`src/rtl/mux_2_1_rr_arbiter.sv`:
```
// Round-robin arbiter sharing one 2:1 mux datapath between requesters A and B.
// A forced rotation after MAX_HOLD contended cycles keeps either side from starving.
// The selected word is registered and tagged with out_valid.
module mux_2_1_rr_arbiter #(
  parameter int unsigned WIDTH    = 8,
  parameter int unsigned MAX_HOLD = 4
) (
  input  logic             clk,
  input  logic             rst,
  input  logic             req_a,
  input  logic             req_b,
  input  logic [WIDTH-1:0] in_a,
  input  logic [WIDTH-1:0] in_b,
  output logic             gnt_a,
  output logic             gnt_b,
  output logic             sel,
  output logic [WIDTH-1:0] out_data,
  output logic             out_valid
);

  localparam int unsigned CntW = $clog2(MAX_HOLD) + 1;
  localparam logic [CntW-1:0] HoldLast = CntW'(MAX_HOLD - 1);

  typedef enum logic [1:0] {
    StIdle = 2'd0,
    StGntA = 2'd1,
    StGntB = 2'd2
  } state_e;

  state_e            state_q, state_d;
  logic [CntW-1:0]   hold_cnt_q, hold_cnt_d;
  logic              last_a_q, last_a_d;  // 1: A was granted most recently
  logic              sel_q, sel_d;
  logic [WIDTH-1:0]  out_data_q, out_data_d;
  logic              out_valid_q, out_valid_d;

  // Next-state arbitration, hold counter and datapath capture.
  always_comb begin
    state_d     = state_q;
    hold_cnt_d  = hold_cnt_q;
    last_a_d    = last_a_q;
    sel_d       = sel_q;
    out_data_d  = out_data_q;
    out_valid_d = 1'b0;

    unique case (state_q)
      StIdle: begin
        if (req_a && req_b) begin
          state_d = last_a_q ? StGntB : StGntA;
        end else if (req_a) begin
          state_d = StGntA;
        end else if (req_b) begin
          state_d = StGntB;
        end
      end
      StGntA: begin
        if (!req_a) begin
          state_d = req_b ? StGntB : StIdle;
        end else if (req_b && (hold_cnt_q == HoldLast)) begin
          state_d = StGntB;
        end
      end
      StGntB: begin
        if (!req_b) begin
          state_d = req_a ? StGntA : StIdle;
        end else if (req_a && (hold_cnt_q == HoldLast)) begin
          state_d = StGntA;
        end
      end
      default: state_d = StIdle;
    endcase

    // Counter only advances on contended cycles of an unchanged tenure.
    if (state_d != state_q) begin
      hold_cnt_d = '0;
      if (state_d == StGntA) last_a_d = 1'b1;
      if (state_d == StGntB) last_a_d = 1'b0;
    end else if ((state_q == StGntA && req_b) || (state_q == StGntB && req_a)) begin
      hold_cnt_d = hold_cnt_q + CntW'(1);
    end

    // Select holds its last value while idle.
    if (state_d == StGntA) sel_d = 1'b1;
    if (state_d == StGntB) sel_d = 1'b0;

    out_data_d  = sel_d ? in_a : in_b;
    out_valid_d = ((state_d == StGntA) && req_a) || ((state_d == StGntB) && req_b);
  end

  // State and output registers with synchronous reset.
  always_ff @(posedge clk) begin
    if (rst) begin
      state_q     <= StIdle;
      hold_cnt_q  <= '0;
      last_a_q    <= 1'b0;
      sel_q       <= 1'b0;
      out_data_q  <= '0;
      out_valid_q <= 1'b0;
    end else begin
      state_q     <= state_d;
      hold_cnt_q  <= hold_cnt_d;
      last_a_q    <= last_a_d;
      sel_q       <= sel_d;
      out_data_q  <= out_data_d;
      out_valid_q <= out_valid_d;
    end
  end

  assign gnt_a     = (state_q == StGntA);
  assign gnt_b     = (state_q == StGntB);
  assign sel       = sel_q;
  assign out_data  = out_data_q;
  assign out_valid = out_valid_q;

endmodule

```
`config.mk`:
```
export PLATFORM = sky130hd
export DESIGN_NAME = mux_2_1_rr_arbiter
export DESIGN_NICKNAME = d
export VERILOG_FILES = /design/src/rtl/mux_2_1_rr_arbiter.sv
export SDC_FILE = /design/constraint.sdc
export NUM_CORES = 1
export LEC_CHECK = 0
export BUFFER_PORTS_ARGS = -buffer_cell sky130_fd_sc_hd__buf_4
export CAP_MARGIN = 25
export CORE_ASPECT_RATIO = 1.5
export CORE_MARGIN = 2
export CORE_UTILIZATION = 35
export DETAILED_ROUTE_END_ITERATION = 6
export PLACE_DENSITY_LB_ADDON = 0.05
export SLEW_MARGIN = 10
export SYNTH_ARGS = -nofsm -noshare
export SYNTH_HDL_FRONTEND = slang
export SYNTH_SLANG_ARGS = --single-unit
```
`constraint.sdc`:
```
create_clock -name clk -period 2.2 [get_ports clk]
set_clock_uncertainty 0.05 [all_clocks]
set_input_delay 0.22 -clock clk [delete_from_list [all_inputs] [get_ports clk]]
set_output_delay 0.22 -clock clk [all_outputs]
set_load 0.01 [all_outputs]
```
==> summary.md <==
| Metric | Value |
|---|---|
| Dpl hpwl | `1320 um` |
| First-pass GRT wire length | `2720 um` |
| Vias/cell | `4.89` |
| Rows | `20` |
| Worst path bufs/invs | `1` |
| Utilization after layout | `56.3%` |
| DRC Markers | `0` |
| Syn avg cell area | `8.52 sq um` |
| Crit Path Class | `reg2reg` |
| TritonCTS Sinks | `16` |
| Post-layout net count | `152` |
| Setup Fix Bufs, Post-CTS | `0` |
| Most common cell after layout, fill and taps aside | `buf_4` |
| Leakage | `0.522 nW` |
| Netlist cell types | `29` |
| Tot GR Track Use | `14.2%` |
| Core region area | `2050 sq um` |
| Post-DRT Antenna Nets | `0` |
| Fraction of layout cells with a size suffix above 1 | `46.8%` |
| Clock Tree Root | `clkbuf_4` |
| Cell Chain, Critical Path | `ha_4 -> ha_4 -> mux2_2 -> o21ai_1 -> nand3_1 -> inv_1 -> ha_2 -> nor2_2 -> or2_4 -> nand2_1 -> a21oi_1` |
| Synth warn | `0` |
| Crit path setup slack, layout | `0.0842 ns` |
| Crit path max fanout | `5` |
| Antenna violations before repair | `0` |
| Highest-count cells in the layout ignoring fill and taps | `buf_4 (37), nand2_1 (18), dfxtp_1 (14)` |
| Post-synthesis sequential area ratio | `41.3%` |
| Area grow syn2layout | `49.0%` |
| Worst hold-check path type | `in2reg` |
| Post-synthesis register bit count | `16` |
| Post-Route WL | `1850 um` |
| Vias in the first global route | `651` |
| First-pass iteration count of the detailed router | `3` |
| Final setup viols | `0` |
| Post-synth top area cell | `dfxtp_1` |
| Post-Synthesis Cell Area | `776 sq um` |
| Ports | `32` |
| Tcrit/Tclk final | `96.2%` |
| N_diodes | `0` |
| Maximum capacitance violations | `0` |
| DR iter-0 viols | `8` |
| IO Port Bufs | `31` |
| Dpl ws | `-0.0800 ns` |
| Hold Fails Final Rpt | `0` |
| Largest net degree at the start of global routing | `17` |
| Die Y | `61.7 um` |
| Yosys top cell area share | `41.3%` |
| Initial core utilization | `37.8%` |
| Routed WL per cell | `12.5 um` |
| Crit path capture type | `flip-flop` |
| Cts bufs inserted | `3` |
| Dominant cells by area after synthesis | `dfxtp_1 (41%), nand2_1 (8.7%), ha_1 (6.5%), a21oi_1 (5.8%), a2111oi_4 (3.5%)` |
| Clk_lat worst skew | `0.29 ns` |
| Clk buf depth | `2` |
| Cell area after layout | `1160 sq um` |
| Syn Nets | `115` |
| Die area | `2620 sq um` |
| CP Launch Type | `flip-flop` |
| CTS tree | `built` |
| CP most frequent cell | `ha_4` |
| Post-route insts no fill | `148` |
| Gate count after technology mapping | `91` |
| Chip Width | `42.4 um` |
| Power Density | `610 nW/um^2` |
| CP max stage delay | `0.37 ns` |
| CP top delay family | `simple AND/OR/NAND/NOR gates` |
| Via count | `724` |
| Clock-pin slew on the worst setup and hold paths | `0.09 ns` |
| Fmax | `473 MHz` |
| H-tree depth | `1` |
| Max VDD drop | `332 uV` |
| Placed Area | `1050 sq um` |
| CP max stage cell | `dfxtp_2` |
| Status | `complete, no violations` |
| GRT overflow | `0` |
| Fin. max-slew vios | `0` |
| Final GP Congestion | `0.757` |
| CP arrival | `2.24 ns` |
| CP required | `2.33 ns` |
| Tmin final | `2.12 ns` |
| Measured slew at the worst slew-check pin | `0.359 ns` |
| DP Cell Count | `144` |
| Worst rel slew slack | `76.0%` |
path summary, 6_finish.rpt:
path	startpoint	endpoint	slack [ns]	depth (start not counted)
worst max register to register	hold_cnt_q[0]	out_data[4]	0.08	11
worst min-delay path	in_a[5]	out_data[5]	0.12	3
worst max-delay path	hold_cnt_q[0]	out_data[4]	0.08	11
worst min register to register	last_a_q	last_a_q	0.44	2
power breakdown:
group | switching [W] | internal [W] | total (W)
sequential | 0.0000161 | 0.000316 | 0.000332
combinational | 0.000102 | 0.000115 | 0.000218
clock | 0.0000921 | 0.0000636 | 0.000156
total | 0.000211 | 0.000494 | 0.000705
metrics by stage:
stage	total power, W	setup TNS, ns	hold slack [ns]
2_1_floorplan	0.000449	0	0.306
3_3_place_gp	0.000528	-0.0536	0.411
3_5_place_dp	0.000529	-0.506	0.414
4_1_cts	0.000689	0	0.114
5_1_grt	0.000745	-0.0415	0.121
6_report	0.000705	0	0.120
logic make-up (layout without fill, tap and decap cells):
group                      after synthesis  in the layout  share of synthesized area, %
AOI/OAI and AO/OA                       20             20                          19.4
buffers and inverters                   10             44                          6.13
adders and majority gates                4              4                          6.45
muxes                                    2              2                          2.74
and+or+nand+nor                         38             39                          22.9
xor gates and xnor gates                 1              1                          1.13
DFF                                     16             16                          41.3
state kept, by name, summed over array words and instances, names as in the netlist:
name and count:
last_a_q 1, out_data 8, sel 1, hold_cnt_q 3
state_q 2, out_valid 1
cells in the mapped netlist:
cell / n
nand2_1: 18
dfxtp_1: 16
a21oi_1: 9
nor2_1: 7
ha_1: 4
inv_1: 4
nor3_1: 4
clkbuf_1: 3
nand3_1: 3
a31oi_1: 2
buf_2: 2
o21ai_1: 2
a2111oi_4: 1
a211oi_1: 1
a22o_4: 1
a22oi_1: 1
buf_6: 1
mux2_2: 1
mux2i_1: 1
nand2b_1: 1
nor2b_1: 1
nor2b_2: 1
nor2b_4: 1
nor3b_1: 1
o211a_1: 1
o21a_1: 1
o21ai_0: 1
or2_2: 1
xnor2_1: 1
layout make-up:
class,instances,area (sq um)
multi-input combinational,66,490
inverter,4,15.0
timing repair buffer,37,278
fill,202,896
clock buffer,3,22.5
sequential,16,323
tap,22,27.5
worst min-delay path, stage by stage:
cell	delay, ns
buf_4	0.10
nand2_1	0.05
a21oi_1	0.05
per-layer routing:
metal | wire length, um | track usage, % | vias to the layer above
met4 | 36 | 10.7 | 0
li1 | - | - | 380
met1 | 725 | 14.3 | 319
met2 | 975 | 25.9 | 21
met3 | 116 | 2.64 | 4
met5 | 0 | 0 | -
what timing repair did:
action	in CTS	in global routing
gates cloned	0	1
gates resized for setup	3	13
pin swaps	0	5
setup endpoints to repair	9	9
hold buffers	0	0
(Power assumes the default switching activity.)
